===== config.mk =====
export PLATFORM = sky130hd
export DESIGN_NAME = serial_tx_arbiter_flat
export DESIGN_NICKNAME = d
export VERILOG_FILES = /design/src/rtl/serial_tx_arbiter_if.sv /design/src/rtl/serial_tx_arbiter.sv /design/src/flat_wrapper.sv
export SDC_FILE = /design/constraint.sdc
export NUM_CORES = 1
export LEC_CHECK = 0
export CAP_MARGIN = 15
export CORE_MARGIN = 1
export CORE_UTILIZATION = 28
export CTS_CLUSTER_SIZE = 8
export DETAILED_ROUTE_END_ITERATION = 6
export DONT_BUFFER_PORTS = 1
export HOLD_SLACK_MARGIN = 0.03
export PLACE_DENSITY = 0.44
export SYNTH_ARGS = -nofsm -noshare
export SYNTH_HDL_FRONTEND = slang
export SYNTH_SLANG_ARGS = --single-unit

===== constraint.sdc =====
create_clock -name clock -period 3.9 [get_ports clock]
set_input_delay 0.78 -clock clock [delete_from_list [all_inputs] [get_ports clock]]
set_output_delay 0.78 -clock clock [all_outputs]
set_load 0.02 [all_outputs]

===== src/rtl/serial_tx_arbiter_if.sv =====
// Byte-producer and serial-port signals of the two-requester serial transmit arbiter.
// slave is the arbiter's view; master is the view of whatever drives the requesters and port.
interface serial_tx_arbiter_if;
    logic [7:0] req0_data;
    logic       req0_wren;
    logic       req0_full;
    logic [7:0] req1_data;
    logic       req1_wren;
    logic       req1_full;
    logic       serial_ready_in;
    logic [7:0] serial_out;
    logic       serial_wren_out;
    logic       busy;
    logic [7:0] drop_count;

    // Push: a byte is taken on every edge with reqN_wren=1 and reqN_full=0, otherwise dropped.
    // Output: serial_wren_out=1 marks a byte the port must accept; it is only issued after an
    // edge where serial_ready_in=1 was sampled.
    modport slave (
        input  req0_data, req0_wren, req1_data, req1_wren, serial_ready_in,
        output req0_full, req1_full, serial_out, serial_wren_out, busy, drop_count
    );
    modport master (
        output req0_data, req0_wren, req1_data, req1_wren, serial_ready_in,
        input  req0_full, req1_full, serial_out, serial_wren_out, busy, drop_count
    );
endinterface


===== src/rtl/serial_tx_arbiter.sv =====
// Two per-requester byte FIFOs drained round-robin onto a single registered serial port.
// Saturating drop counter records bytes pushed into a full FIFO.
module serial_tx_arbiter #(
    parameter int DEPTH = 4,
    parameter int AW    = 2
) (
    input  logic                 clock,
    input  logic                 reset,
    serial_tx_arbiter_if.slave   bus
);
    localparam logic [AW:0]   FULL_CNT = (AW+1)'(DEPTH);
    localparam logic [AW:0]   CNT_ONE  = (AW+1)'(1);
    localparam logic [AW-1:0] PTR_ONE  = AW'(1);

    logic [7:0]    mem_q [2][DEPTH];
    logic [AW-1:0] rd_q [2];
    logic [AW-1:0] rd_d [2];
    logic [AW-1:0] wr_q [2];
    logic [AW-1:0] wr_d [2];
    logic [AW:0]   cnt_q [2];
    logic [AW:0]   cnt_d [2];
    logic          last_grant_q, last_grant_d;
    logic [7:0]    serial_out_q, serial_out_d;
    logic          serial_wren_q, serial_wren_d;
    logic [7:0]    drop_count_q, drop_count_d;

    logic [7:0]    wr_data [2];
    logic          wren [2];
    logic          full [2];
    logic          nonempty [2];
    logic          push [2];
    logic          pop [2];
    logic          grant_valid;
    logic          grant_sel;
    logic [1:0]    drop_n;
    logic [8:0]    drop_sum;

    always_comb begin
        wr_data[0] = bus.req0_data;
        wr_data[1] = bus.req1_data;
        wren[0]    = bus.req0_wren;
        wren[1]    = bus.req1_wren;
        for (int i = 0; i < 2; i++) begin
            full[i]     = (cnt_q[i] == FULL_CNT);
            nonempty[i] = (cnt_q[i] != '0);
            // Fullness comes from the registered count, so a same-edge pop never frees a slot.
            push[i]     = wren[i] && !full[i];
        end

        grant_valid = bus.serial_ready_in && (nonempty[0] || nonempty[1]);
        if (nonempty[0] && nonempty[1]) begin
            grant_sel = ~last_grant_q;
        end else begin
            grant_sel = !nonempty[0];
        end
        pop[0] = grant_valid && !grant_sel;
        pop[1] = grant_valid && grant_sel;

        for (int i = 0; i < 2; i++) begin
            rd_d[i]  = pop[i]  ? rd_q[i] + PTR_ONE : rd_q[i];
            wr_d[i]  = push[i] ? wr_q[i] + PTR_ONE : wr_q[i];
            cnt_d[i] = cnt_q[i] + (push[i] ? CNT_ONE : '0) - (pop[i] ? CNT_ONE : '0);
        end

        last_grant_d  = grant_valid ? grant_sel : last_grant_q;
        serial_wren_d = grant_valid;
        serial_out_d  = grant_valid ? mem_q[grant_sel][rd_q[grant_sel]] : serial_out_q;

        drop_n       = {1'b0, wren[0] && full[0]} + {1'b0, wren[1] && full[1]};
        drop_sum     = {1'b0, drop_count_q} + {7'b0, drop_n};
        drop_count_d = drop_sum[8] ? 8'hFF : drop_sum[7:0];
    end

    always_ff @(posedge clock or negedge reset) begin
        if (!reset) begin
            for (int i = 0; i < 2; i++) begin
                rd_q[i]  <= '0;
                wr_q[i]  <= '0;
                cnt_q[i] <= '0;
            end
            last_grant_q  <= 1'b1;
            serial_out_q  <= 8'h00;
            serial_wren_q <= 1'b0;
            drop_count_q  <= 8'h00;
        end else begin
            for (int i = 0; i < 2; i++) begin
                rd_q[i]  <= rd_d[i];
                wr_q[i]  <= wr_d[i];
                cnt_q[i] <= cnt_d[i];
            end
            last_grant_q  <= last_grant_d;
            serial_out_q  <= serial_out_d;
            serial_wren_q <= serial_wren_d;
            drop_count_q  <= drop_count_d;
        end
    end

    // Storage needs no reset: the counts alone decide which entries are live.
    always_ff @(posedge clock) begin
        for (int i = 0; i < 2; i++) begin
            if (push[i]) begin
                mem_q[i][wr_q[i]] <= wr_data[i];
            end
        end
    end

    assign bus.req0_full       = full[0];
    assign bus.req1_full       = full[1];
    assign bus.busy            = nonempty[0] || nonempty[1];
    assign bus.serial_out      = serial_out_q;
    assign bus.serial_wren_out = serial_wren_q;
    assign bus.drop_count      = drop_count_q;
endmodule

===== src/flat_wrapper.sv =====
// flat-port wrapper written by rule: the top's interface ports become plain ports
module serial_tx_arbiter_flat 
#(
    parameter int DEPTH = 4,
    parameter int AW    = 2
)
  (clock, reset, bus_req0_data, bus_req0_wren, bus_req1_data, bus_req1_wren, bus_serial_ready_in, bus_req0_full, bus_req1_full, bus_serial_out, bus_serial_wren_out, bus_busy, bus_drop_count);
  serial_tx_arbiter_if bus_i ();
  input  logic clock;
  input  logic reset;
  input wire logic [$bits(bus_i.req0_data)-1:0] bus_req0_data;
  input wire logic [$bits(bus_i.req0_wren)-1:0] bus_req0_wren;
  input wire logic [$bits(bus_i.req1_data)-1:0] bus_req1_data;
  input wire logic [$bits(bus_i.req1_wren)-1:0] bus_req1_wren;
  input wire logic [$bits(bus_i.serial_ready_in)-1:0] bus_serial_ready_in;
  output wire logic [$bits(bus_i.req0_full)-1:0] bus_req0_full;
  output wire logic [$bits(bus_i.req1_full)-1:0] bus_req1_full;
  output wire logic [$bits(bus_i.serial_out)-1:0] bus_serial_out;
  output wire logic [$bits(bus_i.serial_wren_out)-1:0] bus_serial_wren_out;
  output wire logic [$bits(bus_i.busy)-1:0] bus_busy;
  output wire logic [$bits(bus_i.drop_count)-1:0] bus_drop_count;
  assign bus_i.req0_data = bus_req0_data;
  assign bus_i.req0_wren = bus_req0_wren;
  assign bus_i.req1_data = bus_req1_data;
  assign bus_i.req1_wren = bus_req1_wren;
  assign bus_i.serial_ready_in = bus_serial_ready_in;
  assign bus_req0_full = bus_i.req0_full;
  assign bus_req1_full = bus_i.req1_full;
  assign bus_serial_out = bus_i.serial_out;
  assign bus_serial_wren_out = bus_i.serial_wren_out;
  assign bus_busy = bus_i.busy;
  assign bus_drop_count = bus_i.drop_count;
  serial_tx_arbiter #(.DEPTH(DEPTH), .AW(AW)) u_core (.clock(clock), .reset(reset), .bus(bus_i));
endmodule

==> results by group <==
Setup path
  • Critical Path End Type: flip-flop
  • Crit Path Max Fanout: 13
  • Startpoint types: flip-flop
  • Crit path DAT: 2.91 ns
  • CP Class: reg2reg
  • Critical path data required time: 4.15 ns

STA
  • Final hold slack: 0.135 ns
  • Tcrit/Tclk final: 68.2%
  • Tightest Pin Transition: 0.847 ns
  • TNS Setup: 0 ns
  • Final Setup Violations: 0
  • Worst slew margin: 43.4%
  • Skew final: 0.00654 ns
  • Period minus WS final: 2.66 ns
  • Max frequency: 376 MHz
  • RSZ-0062 raised after global routing: no
  • Hold Fails Final Rpt: 0
  • Final slew viol count: 0

Yosys
  • Yosys top cell by area: edfxtp_1
  • EDFF count, synth: 64
  • Top cells by area, synth: edfxtp_1 (47%), dfrtp_1 (19%), mux2i_1 (5.7%)
  • Yosys warnings: 0
  • Post-Syn Area per Cell: 15.9 sq um
  • Asr flop ratio synth: 33.3%
  • Seq/Total Area, Yosys: 67.0%
  • Synth cell types: 39
  • Seq cells post-synth: 96
  • Mapped Cells: 255
  • Top FF cell, synth: edfxtp_1
  • Syn Std Cell Area: 4070 sq um
  • Top cell type's share of synthesized area: 47.3%
  • Synth Net Count: 291

CTS
  • Setup Buffers After CTS: 0
  • H-Tree Depth: 3
  • Clock root buffer: clkbuf_16
  • TritonCTS Buffers: 9
  • # clock sinks: 96
  • Hold Buf Count CTS: 0
  • CTS tree: done
  • Clock tree buffer depth: 2
  • Clk_lat worst skew: 0.34 ns
  • Post-cts resize count: 0
  • CTS clk-pin slew, worst paths: 0.07 ns

Cells and area
  • Fraction of layout cells with a size suffix above 1: 14.8%
  • Final net count: 295
  • Ant diodes: 0
  • Area growth from synthesis to layout: 11.8%

Detailed routing
  • DRT Pass-1 Iters: 4
  • Vias: 1966
  • Routed WL: 7440 microns
  • DRT iter0 DRCs: 125
  • Via density: 4.44
  • Wire per inst: 16.8 microns
  • # DRC: 0
  • Detail Route Antenna Nets: 0

Outcome
  • Status: completed

Worst hold path
  • Path category of the worst min-delay check: in2async

Global routing
  • Initial antenna violation count: 0
  • First-pass GRT wire length: 11700 microns
  • Total GRT Usage: 11.0%
  • Largest net degree at the start of global routing: 33
  • Grt ovf: 0
  • Vias in the first global route: 2105

Place
  • Port bufs: 0
  • Routability congestion estimate: 0.674
  • DP Wirelength: 5340 microns

Flow run
  • Max_cap viols: 0

Pwr
  • Static leakage: 1.73 nW
  • Pwr Density: 794 nW/um^2
  • Peak VDD IR: 286 uV

Floorplanning
  • Die footprint: 15000 sq um
  • Initial core utilization: 28.9%
  • Rows: 43
  • Die height: 122 microns
  • Die W: 122 microns
  • Io pins: 41
  • Core ar.: 14000 sq um
==> area by class of cell <==
cell class / count / area (sq um)
multi-input cells: 135 / 1230
fillers: 1380 / 9500
inverters: 16 / 60.1
clock buffers: 9 / 225
repair buffers: 1 / 7.51
well taps: 180 / 225
clock inverters: 6 / 68.8
flip-flops and latches: 96 / 2720
==> metal layers <==
metal | vias to the layer above | share of wire (%) | GRT usage, %
li1 | 932 | - | -
met1 | 977 | 44 | 13.4
met2 | 49 | 47 | 17.4
met3 | 8 | 8.0 | 5.07
met4 | 0 | 1.3 | 3.43
met5 | - | 0 | 0
==> layout by cell type (no fill, tap or decap), drive strengths merged <==
| master | netlist | layout |
|---|---|---|
| nand3 | 2 | 2 |
| dfrtp | 31 | 31 |
| nor3 | 2 | 2 |
| dfstp | 1 | 1 |
| fa | 3 | 3 |
| o21ai | 8 | 8 |
| nor2 | 6 | 6 |
| clkinvlp | 0 | 4 |
| nor3b | 1 | 1 |
| xor2 | 2 | 2 |
| buf | 6 | 1 |
| nor2b | 2 | 2 |
| edfxtp | 64 | 64 |
| mux4 | 6 | 6 |
| nand4 | 2 | 2 |
| or3 | 1 | 1 |
| mux2 | 11 | 11 |
| a21oi | 3 | 3 |
| o21a | 1 | 1 |
| bufinv | 0 | 1 |
| and4 | 1 | 1 |
| clkbuf | 2 | 9 |
| ha | 12 | 12 |
| nand2 | 15 | 15 |
| a21o | 1 | 1 |
| xnor2 | 10 | 10 |
| a32oi | 2 | 2 |
| o221ai | 5 | 5 |
| nand2b | 2 | 2 |
| mux2i | 23 | 23 |
| inv | 16 | 17 |
| and3 | 2 | 2 |
| and2 | 12 | 12 |
==> state kept, by name, indices dropped and copies added, names as in the netlist <==
register and cells:
u_core.mem_q 64, u_core.bus.serial_out 8, u_core.bus.drop_count 8, u_core.cnt_q 6
u_core.wr_q 4, u_core.bus.serial_wren_out 1, u_core.last_grant_q 1, u_core.rd_q 4
==> cell families after synthesis <==
kind of cell / synth area share, %
AOI/OAI and AO/OA: 3.97
xor gates and xnor gates: 2.59
adders and majority gates: 5.17
buffers and inverters: 2.68
DFF: 67.0
muxes: 12.1
and+or+nand+nor: 6.46
==> power breakdown <==
part	leakage, nW	switching, mW	internal (mW)
logic	0.628	0.544	0.500
clock network	0.130	0.363	0.495
registers	0.974	0.306	1.40
==> cell usage after synthesis, drive strengths merged, types with 2 or more instances <==
| master | instances |
|---|---|
| nor2b | 2 |
| nor2 | 6 |
| nand2b | 2 |
| buf | 6 |
| nand4 | 2 |
| nand2 | 15 |
| fa | 3 |
| xnor2 | 10 |
| nor3 | 2 |
| nand3 | 2 |
| o21ai | 8 |
| mux4 | 6 |
| a32oi | 2 |
| xor2 | 2 |
| mux2 | 11 |
| dfrtp | 31 |
| clkbuf | 2 |
| and2 | 12 |
| inv | 16 |
| ha | 12 |
| o221ai | 5 |
| and3 | 2 |
| mux2i | 23 |
| a21oi | 3 |
| edfxtp | 64 |
==> worst max-delay path, cell delays in order (launching register included) <==
cell	delay (ns)
dfrtp_1	0.44
or3_4	0.43
o21ai_2	0.30
nor2_1	0.15
ha_1	0.32
inv_1	0.05
ha_1	0.13
inv_1	0.05
fa_1	0.38
xnor2_1	0.20
xnor2_1	0.14
==> metrics by stage <==
step                util [%]  instance area (sq um)  worst slack [ns]  instances  total power, mW
finish                  32.4                   4540              1.24        443             3.61
global route            32.4                   4540             0.978        443             3.87
CTS                     32.4                   4540              1.22        443             3.68
detailed placement      30.3                   4250              1.24        428             2.81
global placement        30.3                   4250              1.27        428             2.79
floorplan                  -                   4070              1.48        255             2.54
==> worst paths after layout <==
path	start	endpoint	slack (ns)	cells past startpoint
worst min register to register	u_core.rd_q[2]	u_core.rd_q[2]	0.47	1
worst min-delay path	reset	u_core.bus.serial_out[2]	0.13	0
worst max-delay path	u_core.cnt_q[4]	u_core.cnt_q[5]	1.24	10
worst max register to register	u_core.cnt_q[4]	u_core.cnt_q[5]	1.24	10
max in group asynchronous	reset	u_core.last_grant_q	3.58	0
min in group clock	u_core.rd_q[2]	u_core.rd_q[2]	0.47	1
(Power assumes the default switching activity.)
